[config.mk]
export PLATFORM = sky130hd
export DESIGN_NAME = int_exe_wb
export DESIGN_NICKNAME = d
export VERILOG_FILES = /design/src/rtl/int_exe_wb.sv
export SDC_FILE = /design/constraint.sdc
export NUM_CORES = 1
export LEC_CHECK = 0
export CORE_ASPECT_RATIO = 2
export CORE_MARGIN = 1.5
export CORE_UTILIZATION = 49
export DETAILED_ROUTE_END_ITERATION = 10
export GPL_ROUTABILITY_DRIVEN = 0
export PLACE_DENSITY_LB_ADDON = 0.05
export SLEW_MARGIN = 25
export SYNTH_ARGS = -nofsm -noshare
export SYNTH_HDL_FRONTEND = slang
export SYNTH_SLANG_ARGS = --single-unit
[constraint.sdc]
create_clock -name clk -period 4.35 [get_ports clk]
set_clock_uncertainty 0.1 [all_clocks]
set_input_delay 0.87 -clock clk [delete_from_list [all_inputs] [get_ports clk]]
set_output_delay 0.87 -clock clk [all_outputs]
set_load 0.01 [all_outputs]
[src/rtl/int_exe_wb.sv]
// -----------------------------------------------------------------------------
// int_exe_wb
//
// Execution-side tag/control tracker for the integer pipe. It follows the ops
// issued by the integer issue queue through the single-cycle ALU stages and the
// non-pipelined iterative multiplier. It then drives the writeback/wakeup
// broadcast that the rename/ROB logic consumes. Datapath results come from the
// functional units and are aligned to the writeback strobes generated here.
//
// Optional feature:
//   INT_EXE_WB_PERF_EN - adds three free-running 32-bit performance counters:
//                        accepted ALU ops, accepted MUL ops, and flush-killed ops.
//
// Ports:
//   clk, reset_n                       clock, asynchronous active-low reset
//   ex_slot0_valid/_T/_control/_robid  slot0 issue (ALU or MUL)
//   ex_slot1_valid/_T/_control/_robid  slot1 issue (ALU/BJU)
//   flush_valid, flush_robid           flush of everything younger than robid
//   mul_slot_busy                      multiplier cannot take a new op
//   writeback0_*                       ALU0 completion (valid, need_to_wb, prd, robid)
//   writeback1_*                       ALU1/BJU completion
//   writeback2_*                       MUL completion
//   perf_alu_cnt/_mul_cnt/_kill_cnt    performance counters (INT_EXE_WB_PERF_EN only)
// -----------------------------------------------------------------------------

package int_exe_wb_pkg;
    typedef struct packed {
        logic is_mul;
        logic reg_write;
    } control_type;
endpackage

module int_exe_wb
    import int_exe_wb_pkg::*;
#(
    parameter int PRF_WIDTH = 6,
    parameter int ROB_WIDTH = 5,
    parameter int MUL_LAT   = 3
) (
    input  logic                 clk,
    input  logic                 reset_n,

    input  logic                 ex_slot0_valid,
    input  logic [PRF_WIDTH-1:0] slot0_T,
    input  control_type          slot0_control,
    input  logic [ROB_WIDTH:0]   slot0_robid,

    input  logic                 ex_slot1_valid,
    input  logic [PRF_WIDTH-1:0] slot1_T,
    input  control_type          slot1_control,
    input  logic [ROB_WIDTH:0]   slot1_robid,

    input  logic                 flush_valid,
    input  logic [ROB_WIDTH:0]   flush_robid,

    output logic                 mul_slot_busy,

    output logic                 writeback0_valid,
    output logic                 writeback0_need_to_wb,
    output logic [PRF_WIDTH-1:0] writeback0_prd,
    output logic [ROB_WIDTH:0]   writeback0_robid,

    output logic                 writeback1_valid,
    output logic                 writeback1_need_to_wb,
    output logic [PRF_WIDTH-1:0] writeback1_prd,
    output logic [ROB_WIDTH:0]   writeback1_robid,

    output logic                 writeback2_valid,
    output logic                 writeback2_need_to_wb,
    output logic [PRF_WIDTH-1:0] writeback2_prd,
    output logic [ROB_WIDTH:0]   writeback2_robid
`ifdef INT_EXE_WB_PERF_EN
    ,
    output logic [31:0]          perf_alu_cnt,
    output logic [31:0]          perf_mul_cnt,
    output logic [31:0]          perf_kill_cnt
`endif
);

    localparam int          CNT_W    = 4;
    localparam logic [CNT_W-1:0] MUL_LOAD = CNT_W'(MUL_LAT - 1);

    // Age compare across the ROB wrap bit: equal wrap bits compare the index
    // directly, differing wrap bits mean the index has wrapped past f.
    function automatic logic is_younger(input logic [ROB_WIDTH:0] r,
                                        input logic [ROB_WIDTH:0] f);
        if (r[ROB_WIDTH] == f[ROB_WIDTH])
            return r[ROB_WIDTH-1:0] > f[ROB_WIDTH-1:0];
        else
            return r[ROB_WIDTH-1:0] < f[ROB_WIDTH-1:0];
    endfunction

    logic [CNT_W-1:0]     mul_count;
    logic [PRF_WIDTH-1:0] mul_prd;
    logic [ROB_WIDTH:0]   mul_robid;
    logic                 mul_need_wb;

    logic slot0_kill;
    logic slot1_kill;
    logic mul_kill;
    logic alu0_accept;
    logic alu1_accept;
    logic mul_accept;
    logic mul_done;

    // The multiplier is occupied exactly while its count is non-zero, so the
    // counter doubles as the in-flight flag for the MUL entry.
    assign mul_slot_busy = (mul_count != '0);

    always_comb begin
        slot0_kill  = flush_valid & is_younger(slot0_robid, flush_robid);
        slot1_kill  = flush_valid & is_younger(slot1_robid, flush_robid);
        mul_kill    = flush_valid & mul_slot_busy & is_younger(mul_robid, flush_robid);
        alu0_accept = ex_slot0_valid & ~slot0_control.is_mul & ~slot0_kill;
        alu1_accept = ex_slot1_valid & ~slot1_kill;
        // A mul issued while busy is a protocol violation and is simply ignored.
        mul_accept  = ex_slot0_valid & slot0_control.is_mul & ~mul_slot_busy & ~slot0_kill;
        mul_done    = (mul_count == CNT_W'(1)) & ~mul_kill;
    end

    // ALU stages: one registered cycle from issue to writeback broadcast.
    always_ff @(posedge clk or negedge reset_n) begin
        if (!reset_n) begin
            writeback0_valid      <= 1'b0;
            writeback0_need_to_wb <= 1'b0;
            writeback0_prd        <= '0;
            writeback0_robid      <= '0;
            writeback1_valid      <= 1'b0;
            writeback1_need_to_wb <= 1'b0;
            writeback1_prd        <= '0;
            writeback1_robid      <= '0;
        end else begin
            writeback0_valid      <= alu0_accept;
            writeback0_need_to_wb <= alu0_accept & slot0_control.reg_write;
            writeback0_prd        <= alu0_accept ? slot0_T : '0;
            writeback0_robid      <= alu0_accept ? slot0_robid : '0;
            writeback1_valid      <= alu1_accept;
            writeback1_need_to_wb <= alu1_accept & slot1_control.reg_write;
            writeback1_prd        <= alu1_accept ? slot1_T : '0;
            writeback1_robid      <= alu1_accept ? slot1_robid : '0;
        end
    end

    // Multiplier tracker: load MUL_LAT-1 on accept and count down; the
    // writeback strobe is registered on the 1->0 step so it lands exactly
    // MUL_LAT cycles after issue, the same cycle busy drops.
    always_ff @(posedge clk or negedge reset_n) begin
        if (!reset_n) begin
            mul_count   <= '0;
            mul_prd     <= '0;
            mul_robid   <= '0;
            mul_need_wb <= 1'b0;
        end else if (mul_kill) begin
            mul_count   <= '0;
        end else if (mul_accept) begin
            mul_count   <= MUL_LOAD;
            mul_prd     <= slot0_T;
            mul_robid   <= slot0_robid;
            mul_need_wb <= slot0_control.reg_write;
        end else if (mul_slot_busy) begin
            mul_count   <= mul_count - CNT_W'(1);
        end
    end

    // MUL writeback port.
    always_ff @(posedge clk or negedge reset_n) begin
        if (!reset_n) begin
            writeback2_valid      <= 1'b0;
            writeback2_need_to_wb <= 1'b0;
            writeback2_prd        <= '0;
            writeback2_robid      <= '0;
        end else begin
            writeback2_valid      <= mul_done;
            writeback2_need_to_wb <= mul_done & mul_need_wb;
            writeback2_prd        <= mul_done ? mul_prd : '0;
            writeback2_robid      <= mul_done ? mul_robid : '0;
        end
    end

`ifdef INT_EXE_WB_PERF_EN
    logic       slot0_drop;
    logic       slot1_drop;
    logic [1:0] alu_inc;
    logic [1:0] kill_inc;

    // A dropped slot0 mul only counts if the multiplier would have taken it;
    // a mul issued while busy is ignored regardless of the flush.
    always_comb begin
        slot0_drop = ex_slot0_valid & slot0_kill & (~slot0_control.is_mul | ~mul_slot_busy);
        slot1_drop = ex_slot1_valid & slot1_kill;
        alu_inc    = 2'(alu0_accept) + 2'(alu1_accept);
        kill_inc   = 2'(slot0_drop) + 2'(slot1_drop) + 2'(mul_kill);
    end

    // Free-running counters, wrapping naturally at 2^32.
    always_ff @(posedge clk or negedge reset_n) begin
        if (!reset_n) begin
            perf_alu_cnt  <= '0;
            perf_mul_cnt  <= '0;
            perf_kill_cnt <= '0;
        end else begin
            perf_alu_cnt  <= perf_alu_cnt + {30'd0, alu_inc};
            perf_mul_cnt  <= perf_mul_cnt + {31'd0, mul_accept};
            perf_kill_cnt <= perf_kill_cnt + {30'd0, kill_inc};
        end
    end
`endif

endmodule
; ---- After elaboration in Yosys (flattened, before gate mapping)
; Index checks and enable logic that the tools add are counted.
[op_classes]
addsub = 1
n_lt_le_gt_ge = 6
n_eq_ne = 4
muxes = 12
bitwise = 19
n_reduce_logical = 3
[op_table]
columns = op, n
row1 = 6-bit two-way mux, 6
row2 = 5-bit > comparator, 3
row3 = 5-bit less-than comparator, 3
row4 = 1-bit bitwise AND, 14
row5 = 4-bit two-way mux, 3
row6 = 1-bit inverter, 5
row7 = 4-bit by 1-bit == test with 1-bit output (second input constant), 1
row8 = 4-bit nonzero test, 1
row9 = 4-bit by 1-bit subtractor with 4-bit output (second input constant), 1
row10 = 1-bit == test, 3
row11 = 1-bit two-way mux, 3
row12 = 3-bit nonzero test, 1
row13 = 2-bit AND reduction, 1
[totals]
regBits = 59
in_bits = 39
out_inout_bits = 43

; ---- Longest topological paths before layout
; Gate-level depths: netlist (run 1).
[logic_depth]
ltp_word = 7
depth_mapped = 9
ltp_nobuf = 8

; ---- Worst setup path after synthesis (run 1)
; No wires, ideal clock.
[synth_path]
path_kind = input-to-reg
from = in flush_robid[4]
to = reg mul_need_wb
setup_ps = 125
arrival_time_ps = 2431
required_ps = 4125
path_slack_ps = 1694
path_stages = 9
path_cell_list = inv_1 ha_1 nand3_1 o21bai_1 a21oi_1 and4b_1 nand2_2 buf_6 mux2_4
[synth_via]
elab_chain_cells = 6
word_cells_on_any_way = 12
cone_classes = order compare (4) / mux (2) / bitwise (5) / reduce/logical (1)
[synth_rtl]
columns = item, line_no
row1 = from (decl), 54  ; input logic [ROB_WIDTH:0] flush_robid,
row2 = 5-bit less-than comparator or 5-bit > comparator (tied branches), "90, 88"
row3 = 1-bit two-way mux, 87  ; if (r[ROB_WIDTH] == f[ROB_WIDTH])
row4 = 1-bit bitwise AND, 111  ; slot0_kill = flush_valid & is_younger(slot0_robid, flush_robid);
row5 = 1-bit inverter, 117  ; mul_accept = ex_slot0_valid & slot0_control.is_mul & ~mul_slot_busy & ~slot0_kill;
row6 = 1-bit bitwise AND, 117
row7 = 2-bit AND reduction (no line) *, -
row8 = to (signal assigned), 159  ; mul_need_wb <= slot0_control.reg_write;
row9 = to (decl), 96  ; logic mul_need_wb;
; Every way passes the cells marked *; elsewhere a longest branch is shown, timed or not.
; A chain may end at the register's enable or synchronous reset.

; ---- Worst setup path in the final report (run 1)
[layout_path]
from = in flush_robid[3]
to = reg writeback2_prd[4]
[layout_via]
elab_chain_cells = 6
word_cells_on_any_way = 7
cone_classes = order compare (2) / mux (2) / bitwise (3)
[layout_rtl]
columns = item, line_no
row1 = 5-bit less-than comparator or 5-bit > comparator (tied branches), "90, 88"
row2 = 1-bit two-way mux *, 87
row3 = 1-bit bitwise AND *, 113  ; mul_kill = flush_valid & mul_slot_busy & is_younger(mul_robid, flush_robid);
row4 = 1-bit inverter (no line) *, -
row5 = 1-bit bitwise AND *, 118  ; mul_done = (mul_count == CNT_W'(1)) & ~mul_kill;
row6 = 6-bit two-way mux *, 175  ; writeback2_prd <= mul_done ? mul_prd : '0;
row7 = to (signal assigned), 175
row8 = to (decl), 70  ; output logic [PRF_WIDTH-1:0] writeback2_prd,
; Marked as above.

==> impl_metrics.yaml, run 1 <==
worst_setup_path:
  reg2reg_depth: 7
  endpoint: "writeback2_prd[4]"
  required_ns: 4.52
  crit_top_cell: "a21oi_1"
  crit_slowest_cell: "a21oi_1"
  slowest_delay_ns: 0.77
  cp-start-kind: "primary input"
  crit_type: "primary input to register"
  startpoint: "flush_robid[3]"
  crit_chain: "clkdlybuf4s50_1, inv_1, ha_1, a21o_1, a21oi_1, a211o_1, nand2_1, a21oi_1, and2_1"
  cp_data_arrival_time_ns: 3.36
  crit_buf_inv: 2
  critPathMaxFanout: 14
  cpLargestDelayFamily: "compound AO/OA/AOI/OAI gates"
  end_kind: "register"
  r2r-end: "writeback2_prd[4]"
  timing.reg2reg.setup_slack_ns: 1.86
  crit_cells: 9
  crit-reg2reg-launch: "mul_robid[3]"
clocking:
  clk_path_buf_depth: 2
  clock-sinks: 59
  cts_root_buf: "clkbuf_8"
  cts_max_level: 3
  cts_tree: "built"
  postCtsHoldBufs: 0
  worstSkewPairLatency_ns: 0.34
  cts_buffers: 9
  post_cts_buffers: 0
  clk_pin_slew_ns: 0.07
  cts_resized: 0
logic_synthesis:
  synth_edf_count: 0
  syn-cell-area_um2: 2510
  postSynthCellCount: 195
  synthesis.nets: 251
  yosys_register_bits: 59
  yosysMostFrequentCell: "dfrtp_1"
  async_flop_share_pct: 100
  synth.area.top_cells: "dfrtp_1 (59%), and2_1 (9.7%), ha_1 (8.5%)"
  yosys_warnings: 0
  avgSynthCellArea_um2: 12.9
  synth_cell_types: 37
  synth.top_cell.area_share_pct: 58.8
  yosys-top-cells-count: "dfrtp_1 (59), and2_1 (39), ha_1 (17), inv_1 (13), mux2_4 (9)"
  ys.flop_type: "dfrtp_1"
  synth_seq_area_share_pct: 58.8
  yosysTopAreaCell: "dfrtp_1"
placed_design:
  hpwl_mm: 3.72
  io_buffers: 80
grt:
  grt_max_degree: 40
  track_usage_pct: 21.7
  use_met3_pct: 4.31
  first_global_vias: 1819
  gr-usage-met2_pct: 36.9
  overflow: 0
  use_met1_pct: 24.2
  grt_busiest_layer: "met2"
  grt_pass1_wl_mm: 8.63
  antenna_found_initial: 0
drt:
  drc: 0
  ant_nets: 0
  avgRoutedWirePerCell_um: 14.8
  vias: 1702
  routed_via_density: 4.93
  drt-pass1-iter-count: 3
  totalWireLength_mm: 5.11
  drtIter0Drc: 16
sta:
  fin_crit_ns: 3.19
  setup_viol: 0
  fmax_mhz: 313
  setup-tns-final_ns: 0
  slew_headroom_pct: 37.9
  holdWs_ns: 0.391
  tightest_slew_ns: 0.932
  finalHoldViolCount: 0
  fin_crit_sh_pct: 73.4
  rsz0062_at_grt: "false"
  slew_viol_final: 0
die:
  die_x_um: 53.6
  die_h_um: 104
  coreArea_um2: 4910
  die_area_um2: 5590
  start_util_pct: 51.1
  fp-row-count: 36
  io_pins: 82
layout:
  drive_gt1_share_pct: 11.1
  area_growth_pct: 42.4
  fillers: 361
  fin_nets: 339
  area.sequential_um2: 1480
  multi_input_area_um2: 960
  diodes: 0
pwr:
  powerDensity_nw_per_um2: 516
  leakage_nw: 1.73
  ir_drop_mv: 0.472
run_status:
  status: "finished clean"
hold_path:
  min_path_type: "register to register"
flow_run:
  max_cap_viol_count: 0
==> final cells by class <==
cell class              count  share of cell area (%)
multi-input cells         119                    26.8
inverters                  13                    1.37
clock buffers               9                    3.47
repair buffers             81                    22.5
flip-flops and latches     59                    41.3
well taps                  57                    2.00
clock inverters             7                    2.56
==> metal layers <==
| metal | up-vias | routed length [um] |
|---|---|---|
| li1 | 828 | - |
| met1 | 827 | 1960 |
| met2 | 41 | 2930 |
| met3 | 6 | 146 |
| met4 | 0 | 74 |
| met5 | - | 0 |
==> worst min path at each step <==
stage / depth (start not counted) / from / end / slack [ns]
2_1_floorplan: 1 / mul_robid[0] / writeback2_robid[0] / 0.35
3_3_place_gp: 1 / mul_prd[4] / writeback2_prd[4] / 0.36
3_5_place_dp: 1 / mul_prd[3] / writeback2_prd[3] / 0.37
4_1_cts: 1 / mul_prd[3] / writeback2_prd[3] / 0.40
5_1_grt: 1 / mul_robid[0] / writeback2_robid[0] / 0.41
6_report: 1 / mul_prd[3] / writeback2_prd[3] / 0.39
==> state kept, by name, indices dropped and copies added (netlist names) <==
signal,cells
mul_count,4
mul_need_wb,1
mul_prd,6
mul_robid,6
writeback0_need_to_wb,1
writeback0_prd,6
writeback0_robid,6
writeback0_valid,1
writeback1_need_to_wb,1
writeback1_prd,6
writeback1_robid,6
writeback1_valid,1
writeback2_need_to_wb,1
writeback2_prd,6
writeback2_robid,6
writeback2_valid,1
==> placed cells by master, fill, tap and decap left out, types with 6 or more instances in the layout <==
master and n:
clkdlybuf4s50_1 79, dfrtp_1 59, and2_1 39, ha_1 17, inv_1 13, mux2_4 9
clkbuf_8 9, a21oi_1 6, nand2_1 6
==> through the flow <==
stage | util (%) | area (um^2) | setup WS [ns] | std cells | power [W]
after floorplan | - | 2510 | 1.69 | 195 | 0.00108
after global placement | 68.4 | 3360 | 0.832 | 329 | 0.00130
after detailed placement | 68.4 | 3360 | 0.785 | 329 | 0.00132
after CTS | 72.8 | 3570 | 1.15 | 345 | 0.00187
after global routing | 72.8 | 3570 | 0.860 | 345 | 0.00196
final | 72.8 | 3570 | 1.16 | 345 | 0.00184
==> cells by family (layout without fill, tap and decap cells) <==
kind of cell    after synthesis  count (layout)  share of synthesized area [%]
flops                        59              59                           58.8
simple gates                 65              65                           15.8
mux                          14              14                           7.53
buf+inv                      17             110                           2.94
compound gates               20              20                           5.38
xor+xnor                      3               3                           1.05
fa+ha+maj                    17              17                           8.47
==> power breakdown <==
group | switching [W] | internal (W) | total, W | leakage, nW
combinational | 0.000240 | 0.000313 | 0.000553 | 0.853
clock | 0.000218 | 0.000321 | 0.000539 | 0.109
sequential | 0.0000697 | 0.000682 | 0.000752 | 0.772
total | 0.000527 | 0.00132 | 0.00184 | 1.73
No activity file was read; power rests on OpenSTA's default activity.
==> run 2: changes to the inputs <==
CORE_UTILIZATION = 41   (was 49)
clock period = 2.8 ns   (was 4.35 ns; I/O delays follow)
==> run 2 against run 1 <==
Net effect:
- final cell count increased by 4.6%
- global-route usage is 4.0 points lower
- sequential share of layout area decreased by 2.2 points
- clock-buffer cell count is 3 higher
- combinational power up 67%
- clock power grew 100%
- final area rose by 5.6%
- die area rose by 19%
- largest power group unchanged
==> impl_metrics.yaml, run 2 (synthesized netlist as in run 1, its figures left out) <==
run_status:
  status: "finished clean"
die:
  die_area_um2: 6630
  fp-row-count: 40
  start_util_pct: 42.1
  die_x_um: 58.3
  io_pins: 82
  coreArea_um2: 5960
  die_h_um: 114
layout:
  drive_gt1_share_pct: 14.1
  final_cell_area_um2: 3780
  fin_nets: 349
  layout_commonest_cell: "clkdlybuf4s50_1"
  diodes: 0
  layout_common_cells: "clkdlybuf4s50_1 (79), dfrtp_1 (59), and2_1 (39), ha_1 (17), inv_1 (13)"
  area_growth_pct: 50.4
sta:
  setup-tns-final_ns: 0
  tightest_slew_ns: 0.734
  setup_viol: 0
  finalHoldViolCount: 0
  fin_crit_ns: 2.70
  rsz0062_at_grt: "false"
  slew_viol_final: 0
  finalWorstSetupSlack_ns: 0.103
  holdWs_ns: 0.197
  fmax_mhz: 371
  fin_crit_sh_pct: 96.3
  slew_headroom_pct: 51.1
drt:
  drt-pass1-iter-count: 4
  drtIter0Drc: 45
  drc: 0
  ant_nets: 0
  vias: 1744
  routed_via_density: 4.83
  avgRoutedWirePerCell_um: 14.2
  totalWireLength_mm: 5.14
clocking:
  cts_root_buf: "clkbuf_16"
  clk_path_buf_depth: 2
  postCtsHoldBufs: 0
  worstSkewPairLatency_ns: 0.32
  cts_buffers: 9
  clock-sinks: 59
  cts_max_level: 3
  cts_tree: "built"
  clk_pin_slew_ns: 0.05
grt:
  track_usage_pct: 17.7
  grt_max_degree: 35
  overflow: 0
  grt_pass1_wl_mm: 8.47
  first_global_vias: 1768
  antenna_found_initial: 0
worst_setup_path:
  cp-start-kind: "register"
  crit-reg2reg-launch: "mul_robid[3]"
  required_ns: 2.14
  startpoint: "mul_count[0]"
  end_kind: "primary output"
  crit_type: "register to primary output"
  cp_data_arrival_time_ns: 2.04
  critPathMaxFanout: 4
pwr:
  leakage_nw: 1.84
  powerDensity_nw_per_um2: 842
  ir_drop_mv: 0.670
hold_path:
  min_path_type: "primary input to async pin"
placed_design:
  postPlaceCellArea_um2: 3470
  io_buffers: 80
  hpwl_mm: 3.87
  pre_cts_ws_ns: -0.264
flow_run:
  max_cap_viol_count: 0
[run 2: what timing repair did]
action | 4_1_cts | 5_1_grt
setup buffers | 0 | 0
gates resized for setup | 0 | 1
setup endpoints to repair | 0 | 13
[run 2: layout make-up]
class | count | area (um^2)
Fill cell | 475 | 2180
Clock inverter | 4 | 48.8
Multi-Input combinational cell | 119 | 963
Timing Repair Buffer | 91 | 903
Inverter | 13 | 48.8
Tap cell | 63 | 78.8
Clock buffer | 12 | 256
Sequential cell | 59 | 1480
[run 2: worst paths after layout]
kind                                  endpoint  slack [ns]  cells past startpoint
min                        writeback1_robid[0]        0.20                      1
max                              mul_slot_busy        0.10                      6
max reg2reg                writeback2_robid[1]        0.75                      8
min reg2reg                writeback2_robid[0]        0.38                      1
max in group asynchronous  writeback2_robid[0]        1.73                      2
min in group clk           writeback2_robid[0]        0.38                      1
[run 2: through the flow]
stage,util [%],cells,power [W]
after floorplan,-,195,0.00167
after global placement,58.2,345,0.00210
after detailed placement,58.2,345,0.00211
after CTS,63.3,361,0.00322
after global routing,63.4,361,0.00337
final,63.4,361,0.00318
[run 2: worst max-delay path, cell delays in order, from the launching register on]
cell and delay (ns):
dfrtp_1 0.39, inv_1 0.10, ha_1 0.21, inv_1 0.10, nor3_2 0.30, inv_1 0.12, clkdlybuf4s50_1 0.49
[run 2: layer usage]
layer  track usage (%)  part of all wire, %
met1              19.6                   37
met2              29.6                   56
met3              5.56                  4.7
met4              8.99                  1.8
met5                 0                    0
[run 2: report_power, final]
group / switching, W / internal [W] / total [W]
sequential: 0.000104 / 0.00106 / 0.00117
clock: 0.000358 / 0.000734 / 0.00109
combinational: 0.000382 / 0.000539 / 0.000922
total: 0.000844 / 0.00234 / 0.00318
==> run 3: changes to the inputs <==
SLEW_MARGIN = 20   (was 25)
==> results of run 3 <==
Same layout as run 2: the final DEF is identical, and so are final timing and power.
